==> src/rtl/simon_autoplayer.sv <==
// simon_autoplayer: watches the Simon game's LED bus, buffers the one-hot
// symbols it shows, then replays them by toggling the matching switch bits.
module simon_autoplayer #(
   parameter int SEQ_LEN    = 8,
   parameter int IDX_W      = 3,
   parameter int HOLD_TICKS = 2,
   parameter int GAP_TICKS  = 4
) (
   input  logic                         clk,
   input  logic                         rst,
   input  logic                         tick,
   input  logic                         enable,
   input  logic [2**IDX_W-1:0]          led_in,
   output logic [2**IDX_W-1:0]          sw_out,
   output logic                         busy,
   output logic                         done,
   output logic                         error,
   output logic [$clog2(SEQ_LEN+1)-1:0] sym_count
);

   localparam int W      = 2**IDX_W;
   localparam int CNT_W  = $clog2(SEQ_LEN+1);
   localparam int ADDR_W = (SEQ_LEN > 1) ? $clog2(SEQ_LEN) : 1;
   localparam int GAP_W  = $clog2(GAP_TICKS+1);
   localparam int HOLD_W = $clog2(HOLD_TICKS+1);

   localparam logic [CNT_W-1:0]  SEQ_FULL = CNT_W'(SEQ_LEN);
   localparam logic [GAP_W-1:0]  GAP_END  = GAP_W'(GAP_TICKS);
   localparam logic [HOLD_W-1:0] HOLD_END = HOLD_W'(HOLD_TICKS);

   typedef enum logic [1:0] {S_IDLE, S_CAPTURE, S_REPLAY, S_DONE} state_t;

   state_t              state_q, state_d;
   logic [CNT_W-1:0]    count_d;
   logic [GAP_W-1:0]    gap_q, gap_d;
   logic [HOLD_W-1:0]   hold_q, hold_d;
   logic [CNT_W-1:0]    ptr_q, ptr_d;
   logic [W-1:0]        sw_d;
   logic                error_d;
   logic                busy_d, done_d;
   logic                wr_en;
   logic [ADDR_W-1:0]   wr_addr;
   logic [IDX_W-1:0]    seq_buf [SEQ_LEN];
   logic [IDX_W-1:0]    rd_idx;

   logic                led_zero, led_multi;
   logic [IDX_W-1:0]    led_idx;

   // Decode the LED bus: gap, multi-hot, and the index of the lit bit.
   always_comb begin
      led_idx = '0;
      for (int i = 0; i < W; i++) begin
         if (led_in[i]) led_idx = IDX_W'(i);
      end
   end

   assign led_zero  = (led_in == '0);
   assign led_multi = ((led_in & (led_in - W'(1))) != '0);
   assign rd_idx    = seq_buf[ptr_q[ADDR_W-1:0]];

   // Next-state and next-output logic; abort on enable low beats any tick.
   always_comb begin
      // NOTE: every variable gets a default here so no path can infer a latch.
      state_d = state_q;
      count_d = sym_count;
      gap_d   = gap_q;
      hold_d  = hold_q;
      ptr_d   = ptr_q;
      sw_d    = sw_out;
      error_d = error;
      wr_en   = 1'b0;
      wr_addr = '0;
      if (!enable) begin
         state_d = S_IDLE;
         count_d = '0;
      end else if (tick) begin
         unique case (state_q)
            S_IDLE: begin
               if (led_multi) begin
                  error_d = 1'b1;
               end else if (!led_zero) begin
                  wr_en   = 1'b1;
                  count_d = CNT_W'(1);
                  gap_d   = '0;
                  state_d = S_CAPTURE;
               end
            end
            S_CAPTURE: begin
               if (led_multi) begin
                  error_d = 1'b1;
               end else if (!led_zero) begin
                  if (sym_count < SEQ_FULL) begin
                     wr_en   = 1'b1;
                     wr_addr = sym_count[ADDR_W-1:0];
                     count_d = sym_count + CNT_W'(1);
                     gap_d   = '0;
                  end else begin
                     error_d = 1'b1;
                  end
               end else begin
                  gap_d = gap_q + GAP_W'(1);
               end
               if (led_zero && (sym_count == SEQ_FULL || gap_d == GAP_END)) begin
                  state_d = S_REPLAY;
                  ptr_d   = '0;
                  hold_d  = '0;
               end
            end
            S_REPLAY: begin
               hold_d = hold_q + HOLD_W'(1);
               if (hold_d == HOLD_END) begin
                  sw_d   = sw_out ^ (W'(1) << rd_idx);
                  ptr_d  = ptr_q + CNT_W'(1);
                  hold_d = '0;
                  if (ptr_d == sym_count) state_d = S_DONE;
               end
            end
            S_DONE: begin
               state_d = S_DONE;
            end
         endcase
      end
      busy_d = (state_d == S_CAPTURE) || (state_d == S_REPLAY);
      done_d = (state_d == S_DONE);
   end

   // State and output registers with synchronous reset.
   always_ff @(posedge clk) begin
      // NOTE: sequential state uses non-blocking assignments so every register samples pre-edge values.
      if (rst) begin
         state_q   <= S_IDLE;
         sym_count <= '0;
         gap_q     <= '0;
         hold_q    <= '0;
         ptr_q     <= '0;
         sw_out    <= '0;
         error     <= 1'b0;
         busy      <= 1'b0;
         done      <= 1'b0;
      end else begin
         state_q   <= state_d;
         sym_count <= count_d;
         gap_q     <= gap_d;
         hold_q    <= hold_d;
         ptr_q     <= ptr_d;
         sw_out    <= sw_d;
         error     <= error_d;
         busy      <= busy_d;
         done      <= done_d;
      end
   end

   // Symbol buffer write port.
   always_ff @(posedge clk) begin
      // NOTE: the buffer has no reset; sym_count gates which slots are ever read.
      if (wr_en) seq_buf[wr_addr] <= led_idx;
   end

endmodule

==> config.mk <==
export PLATFORM = sky130hd
export DESIGN_NAME = simon_autoplayer
export DESIGN_NICKNAME = d
export VERILOG_FILES = /design/src/rtl/simon_autoplayer.sv
export SDC_FILE = /design/constraint.sdc
export NUM_CORES = 1
export LEC_CHECK = 0
export ABC_AREA = 1
export ABC_CLOCK_PERIOD_IN_PS = 2900
export CORE_MARGIN = 2
export CORE_UTILIZATION = 33
export DETAILED_ROUTE_END_ITERATION = 12
export PLACE_DENSITY = 0.59
export SLEW_MARGIN = 25
export SYNTH_ARGS = -nofsm -noshare
export SYNTH_HDL_FRONTEND = slang
export SYNTH_SLANG_ARGS = --single-unit
==> constraint.sdc <==
create_clock -name clk -period 2.9 [get_ports clk]
set_input_delay 0.58 -clock clk [delete_from_list [all_inputs] [get_ports clk]]
set_output_delay 0.58 -clock clk [all_outputs]
set_load 0.05 [all_outputs]
==> Word level (Yosys, flattened, before mapping) <==
Memories as Yosys holds them, arrays and structs flattened. A register that Yosys moved wholly into a read port is not among the register bits.
Index checks and enable logic that the tools add are counted.
W data, S select, Z words.
{ "word_totals": {"memories": 1, "input_bits": 12, "out_inout_bits": 15, "ff_bits": 26, "ramBits": 24} }
{ "memory_table": {"columns": ["name", "words", "width", "read_ports", "rd_ports_with_merged_regs", "wr", "line_no", "text"], "rows": [
  ["seq_buf", 8, 3, 1, 1, 1, "43", "logic [IDX_W-1:0] seq_buf [SEQ_LEN];"]
]} }
{ "classes": {"n_mux": 59, "n_addsub": 5, "shifts": 1, "magnitude_cmp": 1, "bitwise_logic": 3, "n_reduce_logical": 15, "n_eq_ne": 20} }
{ "ops": {"columns": ["operator", "n"], "rows": [
  ["$mux W3", 22],
  ["$mux W4", 7],
  ["$mux W2", 9],
  ["$ne A2 B2 Y1 const B", 8],
  ["$pmux W4 S2", 2],
  ["$mux W1", 14],
  ["$eq A2 B2 Y1 const B", 5],
  ["$reduce_and A5 Y1", 2],
  ["$add A4 B1 Y4 const B", 2],
  ["$and A8 B8 Y8", 1],
  ["$logic_not A8 Y1", 1],
  ["$pmux W2 S4", 1],
  ["$reduce_and A4 Y1", 2],
  ["$reduce_bool A8 Y1", 1],
  ["$shl A1 B3 Y8 const A", 1],
  ["$sub A8 B1 Y8 const B", 1],
  ["$xor A8 B8 Y8", 1],
  ["$reduce_and A7 Y1", 1],
  ["$ne A3 B3 Y1 const B", 2],
  ["$pmux W3 S2", 1],
  ["$reduce_and A6 Y1", 1],
  ["$eq A2 B1 Y1 const B", 2],
  ["$eq A4 B4 Y1", 1],
  ["$eq A4 B4 Y1 const B", 1],
  ["12 further kinds", 15]
]} }

==> Longest topological paths before layout <==
{ "depth": {"depth_word": 16, "ltp_mapped": 18, "depth_no_buf": 18} }

==> Least setup slack after synthesis <==
OpenSTA, ideal clock, no wires.
{ "synth_path": {"path_kind": "input port to flip-flop", "from": "input port led_in[4]", "to": "register busy", "path_stages": 17, "required_time_ns": 2.771, "arrival_time_ns": 2.119, "path_slack_ns": 0.652, "setup_time_ns": 0.129, "cell_sequence": "nor2_2 -> nand2_2 -> nor2_8 -> nand2_1 -> nand2_1 -> nand2_1 -> a21oi_2 -> nand3_1 -> nand2_1 -> nand3_1 -> nand2_2 -> nand2_1 -> nand2_1 -> inv_1 -> ha_1 -> inv_1 -> nor2_1"} }
{ "synth_between": {"elab_chain_cells": 16} }
{ "synth_lines": {"columns": ["element", "line_no", "text"], "rows": [
  ["from (decl)", "13", "input logic [2**IDX_W-1:0] led_in,"],
  ["$sub A8 B1 Y8", "58", "assign led_multi = ((led_in & (led_in - W'(1))) != '0);"],
  ["$and A8 B8 Y8", "58", null],
  ["$reduce_bool A8 Y1", "58", null],
  ["$mux W3", "89", "if (led_multi) begin"],
  ["$mux W3", "77", "unique case (state_q)"],
  ["$mux W3", "76", "end else if (tick) begin"],
  ["$mux W3", "73", "if (!enable) begin"],
  ["$eq A3 B3 Y1", "103", "if (led_zero && (sym_count == SEQ_FULL || gap_d == GAP_END)) begin"],
  ["[2 not listed]", null, null],
  ["$mux W2", "103", null],
  ["$pmux W2 S4 *", "77", null],
  ["$mux W2 *", "76", null],
  ["$mux W2 *", "73", null],
  ["named net state_d[0]", "33", "state_t state_q, state_d;"],
  ["$eq A2 B1 Y1 / $eq A2 B2 Y1 (equally long branches)", "123", "busy_d = (state_d == S_CAPTURE) || (state_d == S_REPLAY);"],
  ["$logic_or A1 B1 Y1 *", "123", null],
  ["named net busy_d", "40", "logic busy_d, done_d;"],
  ["to (signal assigned)", "148", "busy <= busy_d;"],
  ["to (decl)", "15", "output logic busy,"]
]} }
Mark *: on every way through the listed nets, which the timed path passes. The rest lies on a longest branch. The select of a mux whose other input is x is not followed.
A chain may end at the register's enable or synchronous reset.

==> Worst setup path after layout <==
{ "layout_path": {"from": "input port led_in[2]", "to": "memory seq_buf[2][2] (enable)"} }
{ "layout_between": {"elab_chain_cells": 9} }
{ "layout_lines": {"columns": ["element", "line_no", "text"], "rows": [
  ["$sub A8 B1 Y8", "58", null],
  ["$and A8 B8 Y8", "58", null],
  ["$reduce_bool A8 Y1", "58", null],
  ["$mux W1 (on tied branches)", "89, 79", null],
  ["$pmux W1 S2", "77", null],
  ["$mux W1", "76", null],
  ["$mux W1", "73", null],
  ["$mux W1", "156", "if (wr_en) seq_buf[wr_addr] <= led_idx;"],
  ["$mux W1 (not written as such)", "156", null],
  ["to (decl)", "43", null]
]} }
Parallel ways exist; a longest one is shown, timed or not.

==> results.sh <==
export IMPL_status="finished, final reports clean"
export IMPL_ctsRootBufferMaster="clkbuf_8"
export IMPL_setup_tns_ps=0
export IMPL_worst_setup_path_end_kind="register"
export IMPL_ys_ff_latch=53
export IMPL_cts_tree="done"
export IMPL_dr_pass1_iters=4
export IMPL_synth_top_area_frac=0.2608
export IMPL_placed_cell_area_mm2=0.003169
export IMPL_vias=2260
export IMPL_wire_per_inst_um=12.17
export IMPL_synthCells=332
export IMPL_cap_viol_max_count=0
export IMPL_clkTransAtPathRegs_ps=100
export IMPL_avgSynthCellArea_um2=8.325
export IMPL_antenna_found_initial=0
export IMPL_stdcell_count=471
export IMPL_grt_pass1_vias=2150
export IMPL_crit_path_start_kind="primary input"
export IMPL_final_cell_mix="nand2_1, inv_1, nor2_1"
export IMPL_finalCritPeriodShare=0.8757
export IMPL_cts_setup_buffers=0
export IMPL_die_h_um=95.52
export IMPL_rsz0062_at_grt="false"
export IMPL_ys_flop_type="dfxtp_1"
export IMPL_portBuffers=26
export IMPL_multi_input_comb_area_mm2=0.001247
export IMPL_final_area_mm2=0.003256
export IMPL_insertion_delay_ps=310
export IMPL_drtIter0Drc=64
export IMPL_whs_path_depth=2
export IMPL_max_stage_delay_ps=480
export IMPL_synth_async_sr_flop_share=0
export IMPL_io_pins=27
export IMPL_synth_cell_type_count=40
export IMPL_yosysTopAreaCell="edfxtp_1"
export IMPL_cp_arrival_ps=2530
export IMPL_synth_edf_count=24
export IMPL_ctsHoldBuffers=0
export IMPL_routed_wl_um=5734
export IMPL_drc=0
export IMPL_final_nets=382
export IMPL_crit_fanout=6
export IMPL_cts_buffers=5
export IMPL_relSlewSlack=0.5770
export IMPL_ir_worst_vdd_mv=0.1816
export IMPL_synth_area_leaders="edfxtp_1, dfxtp_1, nand2_1"
export IMPL_drive_gt1_frac=0.1175
export IMPL_fin_skew_ps=9.131
export IMPL_antennaDiodeCount=0
export IMPL_h_tree_depth=2
export IMPL_avgViaCountPerCell=4.798
export IMPL_synth_warnings=0
export IMPL_dp_cells=463
export IMPL_hold_path_class="reg -> reg"
export IMPL_cts_resized=0
export IMPL_seqCellArea_mm2=0.001301
export IMPL_worstPathCellList="clkdlybuf4s50_1 > nor2_4 > nand3_1 > nand2_1 > inv_1 > nor2_8 > nand2_2 > nor2_4 > inv_2 > nor3_1 > nand2_1 > nor2_1"
export IMPL_fmax_mhz=393.8
export IMPL_syn_to_final_growth_pct=17.79
export IMPL_fin_total_pwr_w=0.001283
export IMPL_syn_area_mm2=0.002764
export IMPL_rows=33
export IMPL_fin_crit_ps=2540
export IMPL_ant_nets=0
export IMPL_required_ps=2890
export IMPL_clk_path_buf_depth=2
export IMPL_setup_viol=0
export IMPL_cts_num_sinks=53
export IMPL_grt_use_total=0.1369
export IMPL_power_density_mw_per_mm2=394.2
export IMPL_core_mm2=0.008175
export IMPL_worst_pin_slew_ps=633.1
export IMPL_grt_overflow=0
export IMPL_final_common_cell="nand2_1"
export IMPL_maxSlewViolCount=0
export IMPL_dp_hpwl_um=4404
export IMPL_syn_nets=349
export IMPL_place_congestion=0.7914
export IMPL_slowest_stage="clkdlybuf4s50_1"
export IMPL_hold_slack_ps=436.5
export IMPL_seq_area_frac_synth=0.4708
export IMPL_finalHoldViolations=0
export IMPL_die_x_um=95.52
export IMPL_fill_cells=825
export IMPL_power_leakage_nw=1.235
export IMPL_grt_pass1_wl_um=9701
export IMPL_start_util=0.3381
export IMPL_worstSetupPathType="in -> reg"
export IMPL_grt_max_degree=17
export IMPL_die_area_mm2=0.009123
export IMPL_r2r_cells=9
state kept, by name, summed over array words and instances (netlist names), named ones only:
| register | cells |
|---|---|
| busy | 1 |
| error | 1 |
| gap_q | 3 |
| sym_count | 4 |
| done | 1 |
| seq_buf | 24 |
| hold_q | 2 |
| sw_out | 8 |
| state_q | 2 |
| ptr_q | 4 |
cell families after synthesis:
family / Yosys count / synth area share
xor gates and xnor gates: 5 / 0.01585
buffers and inverters: 56 / 0.07786
adders and majority gates: 5 / 0.02263
AOI/OAI and AO/OA: 51 / 0.1218
DFF: 53 / 0.4708
and+or+nand+nor: 160 / 0.2838
muxes: 2 / 0.007243
routing by layer:
| layer | vias to the layer above | share of wire | GRT usage |
|---|---|---|---|
| met3 | 7 | 0.034 | 0.03874 |
| met2 | 30 | 0.49 | 0.2377 |
| met4 | 0 | 0.0094 | 0.03333 |
| met1 | 1054 | 0.47 | 0.1676 |
| li1 | 1169 | - | - |
| met5 | - | 0 | 0 |
layout make-up:
type	instances	area share
sequential	53	0.3997
timing repair buffer	31	0.09147
inverter	51	0.05880
multi-input combinational	223	0.3832
clock buffer	5	0.02114
tap	105	0.04035
clock inverter	3	0.005380
stage by stage:
stage	worst slack (ps)	util
floorplan	652.0	-
global placement	85.75	0.3877
detailed placement	31.40	0.3877
CTS	361.9	0.3982
global route	114.8	0.3982
finish	360.5	0.3982
power by group:
| group | total, W | internal, W | switching [W] |
|---|---|---|---|
| Clock | 0.000420 | 0.000168 | 0.000252 |
| Combinational | 0.0000814 | 0.0000306 | 0.0000508 |
| Sequential | 0.000782 | 0.000781 | 0.00000147 |
worst max-delay path: cells and delay by family:
| family | cells | cell delay (ps) |
|---|---|---|
| simple gates | 9 | 1310 |
| buf+inv | 3 | 640 |
cells in the mapped netlist, drive strengths merged, types with 3 or more instances:
library cell  count
a21oi            17
a31oi             7
clkbuf            3
dfxtp            29
edfxtp           24
ha                5
inv              50
nand2            62
nand3            17
nand4             5
nor2             55
nor3             16
nor3b             4
o21ai            16
o22ai             3
o32ai             3
xor2              3
final timing paths:
path	from	slack (ps)	endpoint
worst min-delay path	hold_q[1]$_SDFFE_PP0P_	440	hold_q[1]$_SDFFE_PP0P_
worst max-delay path	led_in[2]	360	seq_buf[2][2]$_DFFE_PP_
worst min register to register	hold_q[1]$_SDFFE_PP0P_	440	hold_q[1]$_SDFFE_PP0P_
worst max register to register	register	720	sw_out[1]$_SDFFE_PP0P_
Note: power is estimated with default switching activity, not from simulation.
